$ cat src/rtl/keypad_pkg.sv
// Shared types and constants for the 4x4 keypad scanner.
package keypad_pkg;

    typedef enum logic [1:0] {
        IDLE,
        DEB_PRESS,
        PRESSED,
        DEB_REL
    } state_e;

    typedef enum logic [1:0] {
        NONE,
        SINGLE,
        MULTI
    } snap_cls_e;

    // Active-low one-hot column drive, indexed by column number.
    localparam logic [3:0][3:0] COL_DRV = {4'b0111, 4'b1011, 4'b1101, 4'b1110};

endpackage

$ cat src/rtl/keypad_sync2.sv
// Two-flop synchronizer for the asynchronous, pulled-up row inputs.
module keypad_sync2 (
    input  logic       clk,
    input  logic       rst_n,
    input  logic [3:0] d_i,
    output logic [3:0] q_o
);

    logic [3:0] meta_q;
    logic [3:0] sync_q;

    always_ff @(posedge clk or negedge rst_n) begin
        if (!rst_n) begin
            meta_q <= 4'b1111;
            sync_q <= 4'b1111;
        end else begin
            meta_q <= d_i;
            sync_q <= meta_q;
        end
    end

    assign q_o = sync_q;

endmodule

$ cat src/rtl/keypad_scan_dec.sv
// 4x4 active-low keypad scanner: column scan, full-matrix snapshot, press/release
// debounce and a nibble shift buffer of accepted key codes.
module keypad_scan_dec
    import keypad_pkg::*;
#(
    parameter int SCAN_DIV       = 1000,
    parameter int DEBOUNCE_SCANS = 8
) (
    input  logic        clk,
    input  logic        rst_n,
    input  logic [3:0]  row_in,
    output logic [3:0]  col_out,
    input  logic        key_clr,
    output logic [3:0]  key_code,
    output logic        key_valid,
    output logic        key_held,
    output logic [31:0] key_buf
);

    localparam int SLOT_W = $clog2(SCAN_DIV);
    localparam int CNT_W  = $clog2(DEBOUNCE_SCANS + 1);

    logic [SLOT_W-1:0] slot_q;
    logic [1:0]        col_q;
    logic [15:0]       snap_q;
    logic [15:0]       snap_eval;
    logic [3:0]        rows_sync;
    logic [3:0]        keys_dn;
    logic              slot_end;
    logic              scan_done;

    state_e            state_q, state_d;
    logic [3:0]        cand_q, cand_d;
    logic [CNT_W-1:0]  cnt_q, cnt_d;
    logic              accept;
    logic [3:0]        key_code_q;
    logic              key_valid_q;
    logic [31:0]       key_buf_q;

    snap_cls_e         cls;
    logic [4:0]        ones;
    logic [3:0]        idx;
    logic [3:0]        code;

    keypad_sync2 u_sync (
        .clk   (clk),
        .rst_n (rst_n),
        .d_i   (row_in),
        .q_o   (rows_sync)
    );

    assign keys_dn   = ~rows_sync;
    assign slot_end  = (slot_q == SLOT_W'(SCAN_DIV - 1));
    assign scan_done = slot_end && (col_q == 2'd3);
    assign col_out   = COL_DRV[col_q];

    // Column 3 is sampled on the same edge that evaluates the scan, so fold it in here.
    always_comb begin
        snap_eval        = snap_q;
        snap_eval[15:12] = keys_dn;
    end

    // Snapshot is column-major (bit = col*4+row); key codes are row*4+col.
    always_comb begin
        ones = 5'd0;
        idx  = 4'd0;
        for (int i = 0; i < 16; i++) begin
            if (snap_eval[i]) begin
                ones = ones + 5'd1;
                idx  = 4'(i);
            end
        end
        if (ones == 5'd0)      cls = NONE;
        else if (ones == 5'd1) cls = SINGLE;
        else                   cls = MULTI;
        code = {idx[1:0], idx[3:2]};
    end

    always_comb begin
        state_d = state_q;
        cand_d  = cand_q;
        cnt_d   = cnt_q;
        accept  = 1'b0;
        if (scan_done) begin
            case (state_q)
                IDLE: begin
                    if (cls == SINGLE) begin
                        cand_d  = code;
                        cnt_d   = CNT_W'(1);
                        state_d = DEB_PRESS;
                    end
                end
                DEB_PRESS: begin
                    if (cls == SINGLE && code == cand_q) begin
                        cnt_d = cnt_q + CNT_W'(1);
                        if (cnt_q + CNT_W'(1) == CNT_W'(DEBOUNCE_SCANS)) begin
                            state_d = PRESSED;
                            accept  = 1'b1;
                        end
                    end else begin
                        state_d = IDLE;
                    end
                end
                PRESSED: begin
                    if (cls == NONE) begin
                        cnt_d   = CNT_W'(1);
                        state_d = DEB_REL;
                    end
                end
                DEB_REL: begin
                    if (cls == NONE) begin
                        cnt_d = cnt_q + CNT_W'(1);
                        if (cnt_q + CNT_W'(1) == CNT_W'(DEBOUNCE_SCANS)) state_d = IDLE;
                    end else begin
                        state_d = PRESSED;
                    end
                end
                default: state_d = IDLE;
            endcase
        end
    end

    always_ff @(posedge clk or negedge rst_n) begin
        if (!rst_n) begin
            slot_q      <= '0;
            col_q       <= 2'd0;
            snap_q      <= 16'h0;
            state_q     <= IDLE;
            cand_q      <= 4'h0;
            cnt_q       <= '0;
            key_code_q  <= 4'h0;
            key_valid_q <= 1'b0;
            key_buf_q   <= 32'h0;
        end else begin
            slot_q <= slot_end ? '0 : slot_q + SLOT_W'(1);
            if (slot_end) col_q <= col_q + 2'd1;
            if (scan_done)     snap_q <= 16'h0;
            else if (slot_end) snap_q[{col_q, 2'b00} +: 4] <= keys_dn;
            state_q     <= state_d;
            cand_q      <= cand_d;
            cnt_q       <= cnt_d;
            key_valid_q <= accept;
            if (accept) key_code_q <= cand_q;
            // A clear on the acceptance edge still keeps the newly accepted key.
            if (accept && key_clr) key_buf_q <= {28'h0, cand_q};
            else if (accept)       key_buf_q <= {key_buf_q[27:0], cand_q};
            else if (key_clr)      key_buf_q <= 32'h0;
        end
    end

    assign key_code  = key_code_q;
    assign key_valid = key_valid_q;
    assign key_held  = (state_q == PRESSED) || (state_q == DEB_REL);
    assign key_buf   = key_buf_q;

endmodule

$ cat config.mk
export PLATFORM = sky130hd
export DESIGN_NAME = keypad_scan_dec
export DESIGN_NICKNAME = d
export VERILOG_FILES = /design/src/rtl/keypad_pkg.sv /design/src/rtl/keypad_sync2.sv /design/src/rtl/keypad_scan_dec.sv
export SDC_FILE = /design/constraint.sdc
export NUM_CORES = 1
export LEC_CHECK = 0
export BUFFER_PORTS_ARGS = -buffer_cell sky130_fd_sc_hd__buf_2
export CAP_MARGIN = 20
export CORE_AREA = 2 2 98 100
export DETAILED_ROUTE_END_ITERATION = 8
export DIE_AREA = 0 0 100 102
export PLACE_DENSITY = 0.87
export SLEW_MARGIN = 20
export SYNTH_ARGS = -nofsm -noshare
export SYNTH_HDL_FRONTEND = slang
export SYNTH_HIERARCHICAL = 1
export SYNTH_SLANG_ARGS = --single-unit
$ cat constraint.sdc
create_clock -name clk -period 13.2 [get_ports clk]
set_clock_uncertainty 0.2 [all_clocks]
set_input_delay 1.98 -clock clk [delete_from_list [all_inputs] [get_ports clk]]
set_output_delay 1.98 -clock clk [all_outputs]
set_load 0.02 [all_outputs]
; ---- Yosys cells after proc, flatten, opt, wreduce, memory -nomap -nowiden
; Index checks and enable logic that the tools add are counted.
[word_totals]
regBits = 83
input_bits = 7
[classes]
n_reduce_logical = 12
eq_ne = 15
addsub = 19
n_lt_le_gt_ge = 1
muxes = 58
n_shift = 2
bitwise_logic = 1
[ops]
columns = op, count
row1 = $mux 32, 3
row2 = $mux 4, 19
row3 = $add 5x1->5 const B, 15
row4 = $mux 5, 15
row5 = $mux 16, 2
row6 = $bwmux 16, 1
row7 = $mux 2, 8
row8 = $pmux 4 s4, 1
row9 = $shift 4x6->16 const A, 1
row10 = $shiftx 4x6->16, 1
row11 = $add 10x1->10 const B, 1
row12 = $eq 10x10->1 const B, 1
row13 = $mux 10, 1
row14 = $reduce_and 5->1, 2
row15 = $bmux 4 s2, 1
row16 = $ne 2x2->1 const B, 4
row17 = $pmux 2 s4, 1
row18 = $eq 2x2->1 const B, 3
row19 = $mux 1, 6
row20 = $ne 3x3->1 const B, 2
row21 = $neg 4->6, 1
row22 = $eq 5x1->1 const B, 1
row23 = $logic_not 5->1, 1
row24 = $add 4x1->4 const B, 1
row25 = 12 further kinds, 16

; ---- Logic depth before layout (Yosys ltp)
; Gate-level depths: netlist of the first run.
[logic_depth]
depth_word = 41
ltp_mapped = 53
ltp_nobuf = 52

; ---- Modules after synthesis
; Netlist of the first run, hierarchy kept.
[by_module_without_submodules]
columns = module, cells_each, area_each_um2, n_inst
row1 = keypad_scan_dec, 558, 5273.8, 1
row2 = keypad_sync2, 8, 210.2, 1

; ---- Worst setup path after synthesis of the first run
; No wires, ideal clock.
[synth_timing]
path_kind = register to register
from = register snap_q[0]
to = register key_code_q[1] (netlist: key_code[1])
arrival_ps = 10108
stages_incl_launch_ff = 53
synth_period_minus_slack_ps = 10435
path_slack_ps = 2765
path_buffers = 1
setup_ps = 128
path_cell_list = dfrtp_1 inv_1 ha_1 xnor2_1 inv_2 ha_1 and2_1 a21o_1 ha_1 mux2_2 ha_1 nand2_1 o41ai_1 or3_1 ha_1 nand2b_1 a21boi_0 ha_1 [... 17 more ...] nand2_1 nand2_1 ha_1 nor2_1 a31oi_1 ha_1 nand2_1 and2_1 inv_1 ha_1 xnor3_1 or3_1 nor3_1 mux2i_1 nor4_1 mux2i_2 buf_6 mux2_1
[synth_between]
elab_chain_cells = 39
[synth_rtl]
columns = element, line_no
row1 = "start, declared", keypad_scan_dec.sv:25  ; logic [15:0] snap_q;
row2 = "start signal, assigned by index", keypad_scan_dec.sv:138  ; else if (slot_end) snap_q[{col_q, 2'b00} +: 4] <= keys_dn;
row3 = $mux 1 (*), keypad_scan_dec.sv:68  ; if (snap_eval[i]) begin
row4 = $add 5x1->5, keypad_scan_dec.sv:69  ; ones = ones + 5'd1;
row5 = $mux 5 (*), keypad_scan_dec.sv:68
row6 = $add 5x1->5, keypad_scan_dec.sv:69
row7 = $mux 5 (*), keypad_scan_dec.sv:68
row8 = $add 5x1->5, keypad_scan_dec.sv:69
row9 = $mux 5 (*), keypad_scan_dec.sv:68
row10 = $add 5x1->5, keypad_scan_dec.sv:69
row11 = [... 23 more ...], n/a
row12 = $eq 5x1->1, keypad_scan_dec.sv:74  ; else if (ones == 5'd1) cls = SINGLE;
row13 = $mux 2, keypad_scan_dec.sv:74
row14 = $mux 2 (*), keypad_scan_dec.sv:73  ; if (ones == 5'd0) cls = NONE;
row15 = $eq 2x1->1 (*), keypad_scan_dec.sv:94  ; if (cls == SINGLE && code == cand_q) begin
row16 = $logic_and 1x1->1 (*), keypad_scan_dec.sv:94
row17 = $mux 1 (*), keypad_scan_dec.sv:94
row18 = $mux 1 (*), keypad_scan_dec.sv:85  ; case (state_q)
row19 = $mux 1 (*), keypad_scan_dec.sv:84  ; if (scan_done) begin
row20 = "end signal, assigned", keypad_scan_dec.sv:143  ; if (accept) key_code_q <= cand_q;
row21 = "end, declared", keypad_scan_dec.sv:36  ; logic [3:0] key_code_q;
; Mark *: on every way between the ends. The rest lies on a longest branch, timed or not.
; A chain may end at the register's enable or synchronous reset.

; ---- Worst setup path after layout of the first run
[layout_timing]
from = register snap_q[0]
to = register key_code_q[2] (netlist: key_code[2])
; The elaborated chain is that of the path after synthesis.

==> summary.md, run 1 <==
| Metric | Value |
|---|---|
| Hold Path Class | flip-flop to flip-flop |
| Reg-to-reg setup timing slack | between 1 and 1.5 ns |
| Fill count | 712 |
| Initial antenna violation count | 0 |
| Simple-gate area share of the yosys netlist | between 10% and 20% |
| Syn Nets | about 600 |
| CTS buffer count | 9 |
| Syn avg cell area | roughly 9.7 um^2 |
| CTS root buffer | clkbuf_8 |
| PortBufs | 48 |
| Register area share after synthesis | a little over a third |
| Final Non-Filler Cells | roughly 710 |
| #FFs+latches synth | 79 |
| VDD IR max | around 0.061 mV |
| Reg2reg path depth | 52 |
| Area contributors post-synth | dfrtp_1 (32%), mux2i_1 (6.2%), ha_1 (5.7%) |
| Hold depth | 0 |
| IO Pins | 49 |
| RSZ-0062 raised after global routing | no |
| GRT Residual Overflow | 0 |
| Reg-to-Reg End | key_code[2] |
| DP Cell Count | approximately 700 |
| N_diodes | 0 |
| Max incr delay on CP | 0.51 ns |
| TritonCTS clock tree | done |
| Final #Nets | ~630 |
| Most common flop cell mapped by yosys | dfrtp_1 |
| EDFF count, synth | 0 |
| Die width | around 100 um |
| Cells after Synth | 566 |
| Worst Path Buf+Inv | 5 |
| Crit path max fanout | 32 |
| Period minus WS final | between 10 and 15 ns |
| Area post-placement | roughly 5700 um^2 |
| Main combinational cell family by area after synthesis | simple AND/OR/NAND/NOR gates |
| Number of global-route vias before repair | 4101 |
| Total GRT Usage | 23.77% |
| Post-synthesis cell area | roughly 5500 um^2 |
| Overall Power | roughly 0.47 mW |
| Rel. slew slack | about a third |
| 1st-pass router iterations | 5 |
| Clock Latency Late Sink | ~0.37 ns |
| Post-Synth Adder-Cell Area | 5.704% |
| Full die area | roughly 10000 um^2 |
| CP required | approximately 13 ns |
| Post-synthesis xor/xnor area fraction | 12.62% |
| Clock Pin Slew Worst Setup and Hold Paths | around 0.10 ns |
| CP endpoint kind | flip-flop |
| Fraction of registers with async set/reset | 100.0% |
| Pwr/cell area | approximately 79 nW/um^2 |
| Status | finished clean |
| Worst-margin pin slew | about 0.98 ns |
| Crit-path slowest cell | nor4_1 |
| Detail Route Antenna Nets | 0 |
| Critical path class | flip-flop to flip-flop |
| Wirelength per Cell | around 16 um |
| Hold wc startpoint | u_sync/meta_q[0] |
| Fmax | 84.71 MHz |
| Synth top cells by count | dfrtp_1 (71), nor2_1 (51), nand2_1 (50) |
| Hold-fix buffers, CTS | 0 |
| Ratio of cells with drive above 1 in the final layout | between 10% and 20% |
| DR iter-0 viols | a little under 300 |
| Hold Fails Final Rpt | 0 |
| Die H | about 100 um |
| Placer Congestion | around 0.88 |
| Critical Path Most Common Cell | ha_1 |
| Worst Path Arrival | ~12 ns |
| Top-area cell type share of the netlist area | between 30% and 40% |
| LEAKAGE | 3.094 nW |
| Total setup buffers inserted after CTS | 0 |
| H-tree Lvls | 3 |
| Largest net degree at the start of global routing | 80 |
| Row count | 35 |
| Setup TNS | 0 ns |
| DP HPWL | 8402 um |
| Worst setup SP type | flip-flop |
| Util after Layout | 65.25% |
| Post-Route WL | 11750 um |
| Clock Tree Buf Depth | 2 |
| Post-synthesis mux area share | 8.921% |
| Hold EP | u_sync/q_o[0] |
| Max-slew violation count | 0 |
| Delay-heaviest family, CP | adder cells |
| Via/cell ratio | between 6 and 7 |
| Initial core utilization | about three fifths |
| DRC viols | 0 |
| Design Area, Final | between 5000 and 6000 um^2 |
| Via count | 4376 |
| Placeable Area | about 9100 um^2 |
| Library cells used by synthesis | 80 |
| Final Cycle Share | roughly nine tenths |
| Clk sinks | slightly below 80 |
| Count leader, synth | dfrtp_1 |
| Area delta synth->final | 8.373% |
| # setup viols final | 0 |
| Cell taking the most area after synthesis | dfrtp_1 |
| First-pass GRT wire length | around 19000 um |
| Post-CTS sizing | 0 |
| Worst r2r src | snap_q[0] |
| Syn. warnings | 6 |
| Post-synthesis compound-gate area fraction | 14.10% |
| # Max-Cap Violations | 0 |
-- report_power, final --
part	switching, mW	total, mW	internal (mW)
Sequential	0.00255	0.247	0.244
Combinational	0.0148	0.0220	0.00722
Clock	0.107	0.199	0.0914
Total	0.125	0.468	0.343
-- metrics by stage --
step | hold WS [ns] | setup WS, ns
after global placement | 0.1454 | 2.118
after floorplan | 0.1452 | 2.765
final | 0.1584 | 1.395
after global routing | 0.1629 | 0.7310
after CTS | 0.1604 | 1.503
after detailed placement | 0.1472 | 1.557
-- cell type report --
cell class / count / area, um^2 / area share [%]
clock buffers: 9 / 123.9 / 2.084
flip-flops and latches: 79 / 1987 / 33.43
repair buffers: 49 / 250.2 / 4.211
well taps: 111 / 138.9 / 2.337
inverters: 25 / 93.84 / 1.579
multi-input cells: 433 / 3264 / 54.93
clock inverters: 7 / 85.08 / 1.432
-- cell families (layout without fill, tap and decap cells) --
logic type      count (synthesis)  after routing
compound gates                110            110
buf+inv                        54             90
mux                            47             47
fa+ha+maj                      25             25
simple gates                  194            194
flops                          79             79
xor+xnor                       57             57
-- cell usage in the layout (no fill, tap or decap), drive strengths merged, types with 12 or more instances in the layout --
cell type  count
dfrtp         71
nor2          51
nand2         51
buf           49
mux2i         35
o21ai         32
xnor2         30
inv           29
ha            25
nand3         17
xor2          14
mux2          12
-- state kept, by name (all words and copies together) (netlist names), 4 cells and up --
| name | flops |
|---|---|
| cand_q | 4 |
| cnt_q | 4 |
| key_buf | 32 |
| key_code | 4 |
| slot_q | 10 |
| snap_q | 12 |
| u_sync/meta_q | 4 |
| u_sync/q_o | 4 |
-- worst max path at each step --
stage	from	endpoint	slack (ns)	depth (start not counted)
6_report	snap_q[0]	key_code[2]	1.40	52
5_1_grt	snap_q[1]	key_code[3]	0.73	52
4_1_cts	snap_q[0]	key_code[3]	1.50	52
3_5_place_dp	snap_q[0]	key_code[3]	1.56	52
3_3_place_gp	snap_q[0]	key_code[2]	2.12	52
2_1_floorplan	snap_q[0]	key_code[1]	2.76	52
-- layer usage --
metal	GRT usage, %	part of all wire, %	wire, um
met1	30.31	43	5062
met2	41.11	51	5978
met3	3.420	3.9	459
met4	9.589	2.1	250
met5	0	0	0
No activity file was read; power rests on OpenSTA's default activity.
==> inputs of run 2 (changes only) <==
Settings changed: ABC_AREA from default to 1, CORE_AREA 2 2 98 100 to 2 2 97 99, CTS_BUF_LIST from default to sky130_fd_sc_hd__clkbuf_16, DIE_AREA 0 0 100 102 to 0 0 99 101, PLACE_DENSITY 0.87 to 0.86.
==> summary.md, run 2 <==
| Metric | Value |
|---|---|
| Clk sinks | 79 (unchanged) |
| CP endpoint kind | flip-flop |
| Most frequent cells in the layout | nand2_1 (244), inv_1 (111), nand3_1 (91) |
| Crit path max fanout | 47 (+47%) |
| GRT Residual Overflow | 0 (unchanged) |
| Fmax | 100.8 MHz (+19%) |
| #FFs+latches synth | 79 (unchanged) |
| DP HPWL | 8024 um (-4.5%) |
| CTS buffer count | 9 (unchanged) |
| Fraction of registers with async set/reset | 100.0% (unchanged) |
| Delay-heaviest family, CP | simple AND/OR/NAND/NOR gates |
| Critical Path Most Common Cell | nand2_1 |
| Area delta synth->final | 10.86% |
| Full die area | 9999 um^2 (-2.0%) |
| Via count | 4820 (+10%) |
| Syn avg cell area | 7.099 um^2 (-27%) |
| Initial antenna violation count | 0 (unchanged) |
| Synth top cells by count | nand2_1 (244), inv_1 (111), nand3_1 (91) |
| Worst Path Arrival | 9.98 ns (-1.88 ns) |
| Post-synthesis cell area | 5268 um^2 (-3.9%) |
| RSZ-0062 raised after global routing | no |
| Commonest non-fill, non-tap cell in the layout | nand2_1 |
| Worst Path Buf+Inv | 10 (+5) |
| Largest net degree at the start of global routing | 80 (unchanged) |
| P_int | 0.3973 mW (+16%) |
| DP Cell Count | 887 (+27%) |
| Final Non-Filler Cells | 903 (+27%) |
| Hold_ws | 0.1558 ns (-0.002632 ns) |
| # setup viols final | 0 (unchanged) |
| LEAKAGE | 3.539 nW (+14%) |
| First-pass GRT wire length | 19440 um (+0.22%) |
| IO Pins | 49 (unchanged) |
| H-tree Lvls | 3 (unchanged) |
| EDFF count, synth | 0 (unchanged) |
| VDD IR max | 0.08901 mV (+46%) |
| Clock Power Share | 47.7% (+5.2 points) |
| Number of global-route vias before repair | 4480 (+9.2%) |
| Final Cycle Share | 75.14% (-14 points) |
| CTS root buffer | clkbuf_16 |
| Max FFs per register | 32 (unchanged) |
| Final #Nets | 819 (+30%) |
| Die width | 99 um (-1.0%) |
| DR WL met3 | 379 um (-17%) |
| Clock Pin Slew Worst Setup and Hold Paths | 0.06 ns (-0.04 ns) |
| Psw | 0.1138 mW (-8.8%) |
| Worst-margin pin slew | 0.9490 ns (-0.03220 ns) |
| Wirelength per Cell | 12.38 um (-25%) |
| CP required | 13.26 ns (about the same) |
| Placer Congestion | 0.8284 (-6.2%) |
| # Max-Cap Violations | 0 (unchanged) |
| Final WS setup | 3.281 ns (+1.886 ns) |
| Die H | 101 um (-0.98%) |
| Cells after Synth | 742 (+31%) |
| Post-Route WL | 11180 um (-4.9%) |
| Area contributors post-synth | dfrtp_1 (34%), nand2_1 (17%), nand3_1 (8.6%) |
| Flop pwr share | 48.2% (-4.6 points) |
| Worst setup SP type | flip-flop |
| 1st-pass router iterations | 5 (unchanged) |
| Critical path class | flip-flop to flip-flop |
| N_diodes | 0 (unchanged) |
| Most common flop cell mapped by yosys | dfrtp_1 |
| Switching Share | 22.26% (-4.4 points) |
| Syn Nets | 774 (+29%) |
| Total GRT Usage | 23.30% (-0.47 points) |
| Total setup buffers inserted after CTS | 0 (unchanged) |
| Clock Latency Late Sink | 0.33 ns (-0.04 ns) |
| Crit-path slowest cell | nor2_8 |
| Max-slew violation count | 0 (unchanged) |
| Period minus WS final | 9.919 ns (-1.886 ns) |
| Setup TNS | 0 ns (unchanged) |
| TritonCTS clock tree | done |
| Ratio of cells with drive above 1 in the final layout | 16.79% (+1.2 points) |
| Clock Tree Buf Depth | 2 (unchanged) |
| Library cells used by synthesis | 35 (-56%) |
| Via/cell ratio | 5.338 (-13%) |
| Row count | 35 (unchanged) |
| Hold Fails Final Rpt | 0 (unchanged) |
| Rel. slew slack | 36.66% (+2.1 points) |
| DR iter-0 viols | 292 (+0.69%) |
| Max incr delay on CP | 0.41 ns (-0.10 ns) |
| Max layer used | met4 |
| Detail Route Antenna Nets | 0 (unchanged) |
| Hold-fix buffers, CTS | 0 (unchanged) |
| DRC viols | 0 (unchanged) |
| Cell taking the most area after synthesis | dfrtp_1 |
| Post-CTS sizing | 0 (unchanged) |
| Wire length on met2 | 5704 um (-4.6%) |
| Met1 WL | 4848 um (-4.2%) |
| Initial core utilization | 58.68% (-1.5 points) |
| Combinational share of power | 4.2% (-0.5 points) |
| Pre-CTS setup slack | 3.351 ns (+1.793 ns) |
| Register area share after synthesis | 37.72% (+1.5 points) |
| Hold Path Class | flip-flop to flip-flop |
| Syn. warnings | 6 (unchanged) |
| PortBufs | 48 (unchanged) |
| Top-area cell type share of the netlist area | 33.73% (+1.3 points) |
| Placeable Area | 8977 um^2 (-1.4%) |
| Status | finished clean |
| Pwr/cell area | 87.52 nW/um^2 (+11%) |
| Count leader, synth | nand2_1 |
run 2: power groups by stage:
stage	Clock, mW	Sequential [mW]	Combinational (mW)
5_1_grt	0.256	0.246	0.0249
4_1_cts	0.246	0.246	0.0216
2_1_floorplan	0	0.249	0.0141
3_5_place_dp	0	0.250	0.0214
6_report	0.244	0.246	0.0212
3_3_place_gp	0	0.250	0.0205
run 2: metrics by stage:
stage	total power [mW]	utilization, %	instance area [um^2]
final	0.5111	65.05	5839
after global routing	0.5273	65.05	5839
after CTS	0.5135	65.05	5839
after detailed placement	0.2719	61.73	5542
after global placement	0.2708	61.73	5542
after floorplan	0.2634	-	5268
run 2: kinds of logic after synthesis:
group,count (synthesis),share of synthesized area [%]
and+or+nand+nor,445,38.34
xor gates and xnor gates,11,1.829
AOI/OAI and AO/OA,47,4.941
DFF,79,37.72
muxes,4,0.8550
buffers and inverters,131,10.38
adders and majority gates,25,5.938
run 2: worst paths after layout:
| check | from | end | slack (ns) | depth (start not counted) |
|---|---|---|---|---|
| setup / recovery | snap_q[1] | key_buf[4] | 3.28 | 59 |
| hold / removal | u_sync/meta_q[1] | u_sync/q_o[1] | 0.16 | 0 |
| setup reg to reg | snap_q[1] | key_buf[4] | 3.28 | 59 |
| hold reg to reg | u_sync/meta_q[1] | u_sync/q_o[1] | 0.16 | 0 |
| max in group asynchronous | rst_n | state_q[0] | 10.59 | 1 |
| min in group asynchronous | rst_n | key_buf[25] | 1.59 | 1 |
run 2: routing by layer:
layer / up-vias / GRT usage (%)
met5: - / 0
met4: 0 / 8.746
met3: 25 / 2.566
met2: 111 / 40.80
met1: 2269 / 29.84
li1: 2415 / -
run 2: layout make-up:
| type | instances | area [um^2] |
|---|---|---|
| Inverter | 117 | 439.2 |
| Tap cell | 111 | 138.9 |
| Fill cell | 718 | 3138 |
| Clock inverter | 7 | 72.57 |
| Clock buffer | 9 | 225.2 |
| Multi-Input combinational cell | 532 | 2734 |
| Timing Repair Buffer | 48 | 242.7 |
| Sequential cell | 79 | 1987 |
==> inputs of run 3 (changes only) <==
Settings changed: ABC_AREA 1 to 0, CORE_AREA 2 2 97 99 to 2 2 103 105, DIE_AREA 0 0 99 101 to 0 0 105 107, PLACE_DENSITY 0.86 to 0.84.
Clock period 13.2 ns to 8.25 ns, I/O delays scaled along.
==> summary.md, run 3 (synthesized netlist as in run 1, its figures left out) <==
| Metric | Value |
|---|---|
| CTS root buffer | clkbuf_16 |
| Placeable Area | 10090 um^2 (+12%) |
| Commonest non-fill, non-tap cell in the layout | buf_4 |
| LEAKAGE | 3.684 nW (+4.1%) |
| 1st-pass router iterations | 7 (+2) |
| N_diodes | 0 (unchanged) |
| Max-slew violation count | 0 (unchanged) |
| CP endpoint kind | flip-flop |
| Clk sinks | 79 (unchanged) |
| Setup TNS | -80.36 ns (-80.36 ns) |
| TritonCTS clock tree | done |
| Initial core utilization | 54.34% (-4.3 points) |
| Critical path class | flip-flop to flip-flop |
| # Max-Cap Violations | 0 (unchanged) |
| Failing checks | setup timing |
| Multi-input logic area | 3694 um^2 (+35%) |
| Rel. slew slack | 51.01% (+14 points) |
| Clock Latency Late Sink | 0.35 ns (+0.02 ns) |
| Hold Fails Final Rpt | 0 (unchanged) |
| # setup viols final | 47 (+47) |
| Fill count | 679 (-5.4%) |
| Hold_ws | 0.1561 ns (+0.0003120 ns) |
| CP required | 8.27 ns (-4.99 ns) |
| Die H | 107 um (+5.9%) |
| Total GRT Usage | 26.64% (+3.3 points) |
| Post-Route WL | 14850 um (+33%) |
| Final WS setup | -1.812 ns (-5.093 ns) |
| Hold Path Class | flip-flop to flip-flop |
| DRC viols | 0 (unchanged) |
| H-tree Lvls | 3 (unchanged) |
| Worst r2r src | snap_q[1] |
| PortBufs | 48 (unchanged) |
| Max FFs per register | 32 (unchanged) |
| Clock Tree Buf Depth | 2 (unchanged) |
| Worst setup SP type | flip-flop |
| Worst-margin pin slew | 0.7349 ns (-0.2141 ns) |
| DR iter-0 viols | 370 (+27%) |
| Die width | 105 um (+6.1%) |
| Placer Congestion | 0.8520 (+2.8%) |
| Period minus WS final | 10.06 ns (+0.1434 ns) |
| Largest net degree at the start of global routing | 80 (unchanged) |
| Clock Pin Slew Worst Setup and Hold Paths | 0.07 ns (about the same) |
| Crit-path slowest cell | mux2i_4 |
| Most frequent cells in the layout | buf_4 (84), dfrtp_1 (71), buf_2 (47) |
| Fmax | 99.38 MHz (-1.4%) |
| CTS buffer count | 9 (unchanged) |
| Initial antenna violation count | 0 (unchanged) |
| GRT Residual Overflow | 0 (unchanged) |
| Area delta synth->final | 32.33% |
| Row count | 37 (+5.7%) |
| Reg-to-Reg End | key_buf[22] |
| Final #Nets | 720 (-12%) |
| Via count | 4916 (+2.0%) |
| Status | finished, violations left |
| Register area | 1987 um^2 (unchanged) |
| Overall Power | 0.8678 mW (+70%) |
| Via/cell ratio | 5.930 (+11%) |
| Wirelength per Cell | 17.91 um (+45%) |
| Hold-fix buffers, CTS | 0 (unchanged) |
| Worst setup endpoint | key_buf[22] |
| Crit path max fanout | 7 (-85%) |
| Crit path from | snap_q[1] |
| DP HPWL | 9481 um (+18%) |
| Pwr/cell area | 119.6 nW/um^2 (+37%) |
| RSZ-0062 raised after global routing | yes |
| Detail Route Antenna Nets | 0 (unchanged) |
| VDD IR max | 0.08738 mV (-1.8%) |
| Worst Path Arrival | 10.08 ns (+0.10 ns) |
| Final Cycle Share | 122.0% (+47 points) |
| First-pass GRT wire length | 23950 um (+23%) |
| Full die area | 11240 um^2 (+12%) |
| Max incr delay on CP | 0.43 ns (+0.02 ns) |
| Number of global-route vias before repair | 4906 (+9.5%) |
| IO Pins | 49 (unchanged) |
| Reg2reg path depth | 52 (-12%) |
| Ratio of cells with drive above 1 in the final layout | 36.36% (+20 points) |
| Reg-to-reg setup timing slack | -1.81 ns (-5.09 ns) |
## run 3: changes by cell type in the layout (fill, tap and decap cells not counted), moves of 9 or more
cell     before  now
inv_1       111   20
xnor3_1       0    9
nand2_1     244   43
mux2_4        0   10
nand3_2      12    1
mux2i_1       0   27
o21ai_0      16   30
buf_4         1   84
ha_1         25   16
nand3_1      91   16
nand2_2      29    7
xnor2_1       3   26
## run 3: cell type report
cell class	instances	area share (%)
clock buffer	9	3.103
clock inverter	7	1.155
inverter	25	1.293
multi-input combinational	433	50.90
sequential	79	27.38
tap	136	2.345
timing repair buffer	140	13.83
## run 3: stage by stage
step | setup WS, ns | cells | utilization [%] | cell area, um^2
CTS | -1.767 | 819 | 69.72 | 7037
finish | -1.812 | 829 | 71.91 | 7257
global route | -2.186 | 829 | 71.91 | 7257
floorplan | -1.246 | 566 | - | 5709
global placement | -1.247 | 776 | 63.49 | 6407
detailed placement | -1.814 | 776 | 63.49 | 6407
## run 3: worst max-delay path: cells and delay by family (launching register included)
family / cells / cell delay, ns
buffers and inverters: 5 / 0.67
XOR/XNOR: 3 / 0.40
AND/OR/NAND/NOR: 14 / 1.76
AO/OA/AOI/OAI: 11 / 1.32
multiplexers: 6 / 1.65
flip-flops: 1 / 0.40
adder cells (fa/ha/maj): 13 / 3.55
## run 3: per-layer routing
metal	global-route usage, %	up-vias	share of wire, %
met5	0	-	0
met4	12.48	0	3.7
met3	4.681	53	4.8
met2	46.99	188	52
met1	31.63	2417	39
li1	-	2258	-
## run 3: power breakdown
part | total [mW] | switching (mW) | internal [mW]
sequential | 0.396 | 0.00456 | 0.391
clock | 0.420 | 0.180 | 0.240
combinational | 0.0521 | 0.0306 | 0.0214
total | 0.868 | 0.215 | 0.653
## run 3: worst min-delay path by stage
stage                           startpoint             to  slack, ns  cells past startpoint
after global routing      u_sync/meta_q[3]  u_sync/q_o[3]       0.16                      0
after floorplan           u_sync/meta_q[0]  u_sync/q_o[0]       0.15                      0
after detailed placement  u_sync/meta_q[0]  u_sync/q_o[0]       0.15                      0
final                     u_sync/meta_q[1]  u_sync/q_o[1]       0.16                      0
after global placement    u_sync/meta_q[0]  u_sync/q_o[0]       0.15                      0
after CTS                 u_sync/meta_q[0]  u_sync/q_o[0]       0.16                      0
## run 3: what timing repair did
item / in CTS / in global routing
cloned: 2 / 1
pin swaps: 15 / 12
setup endpoints to repair: 47 / 47
buffers inserted: 25 / 11
resized for setup: 21 / 30
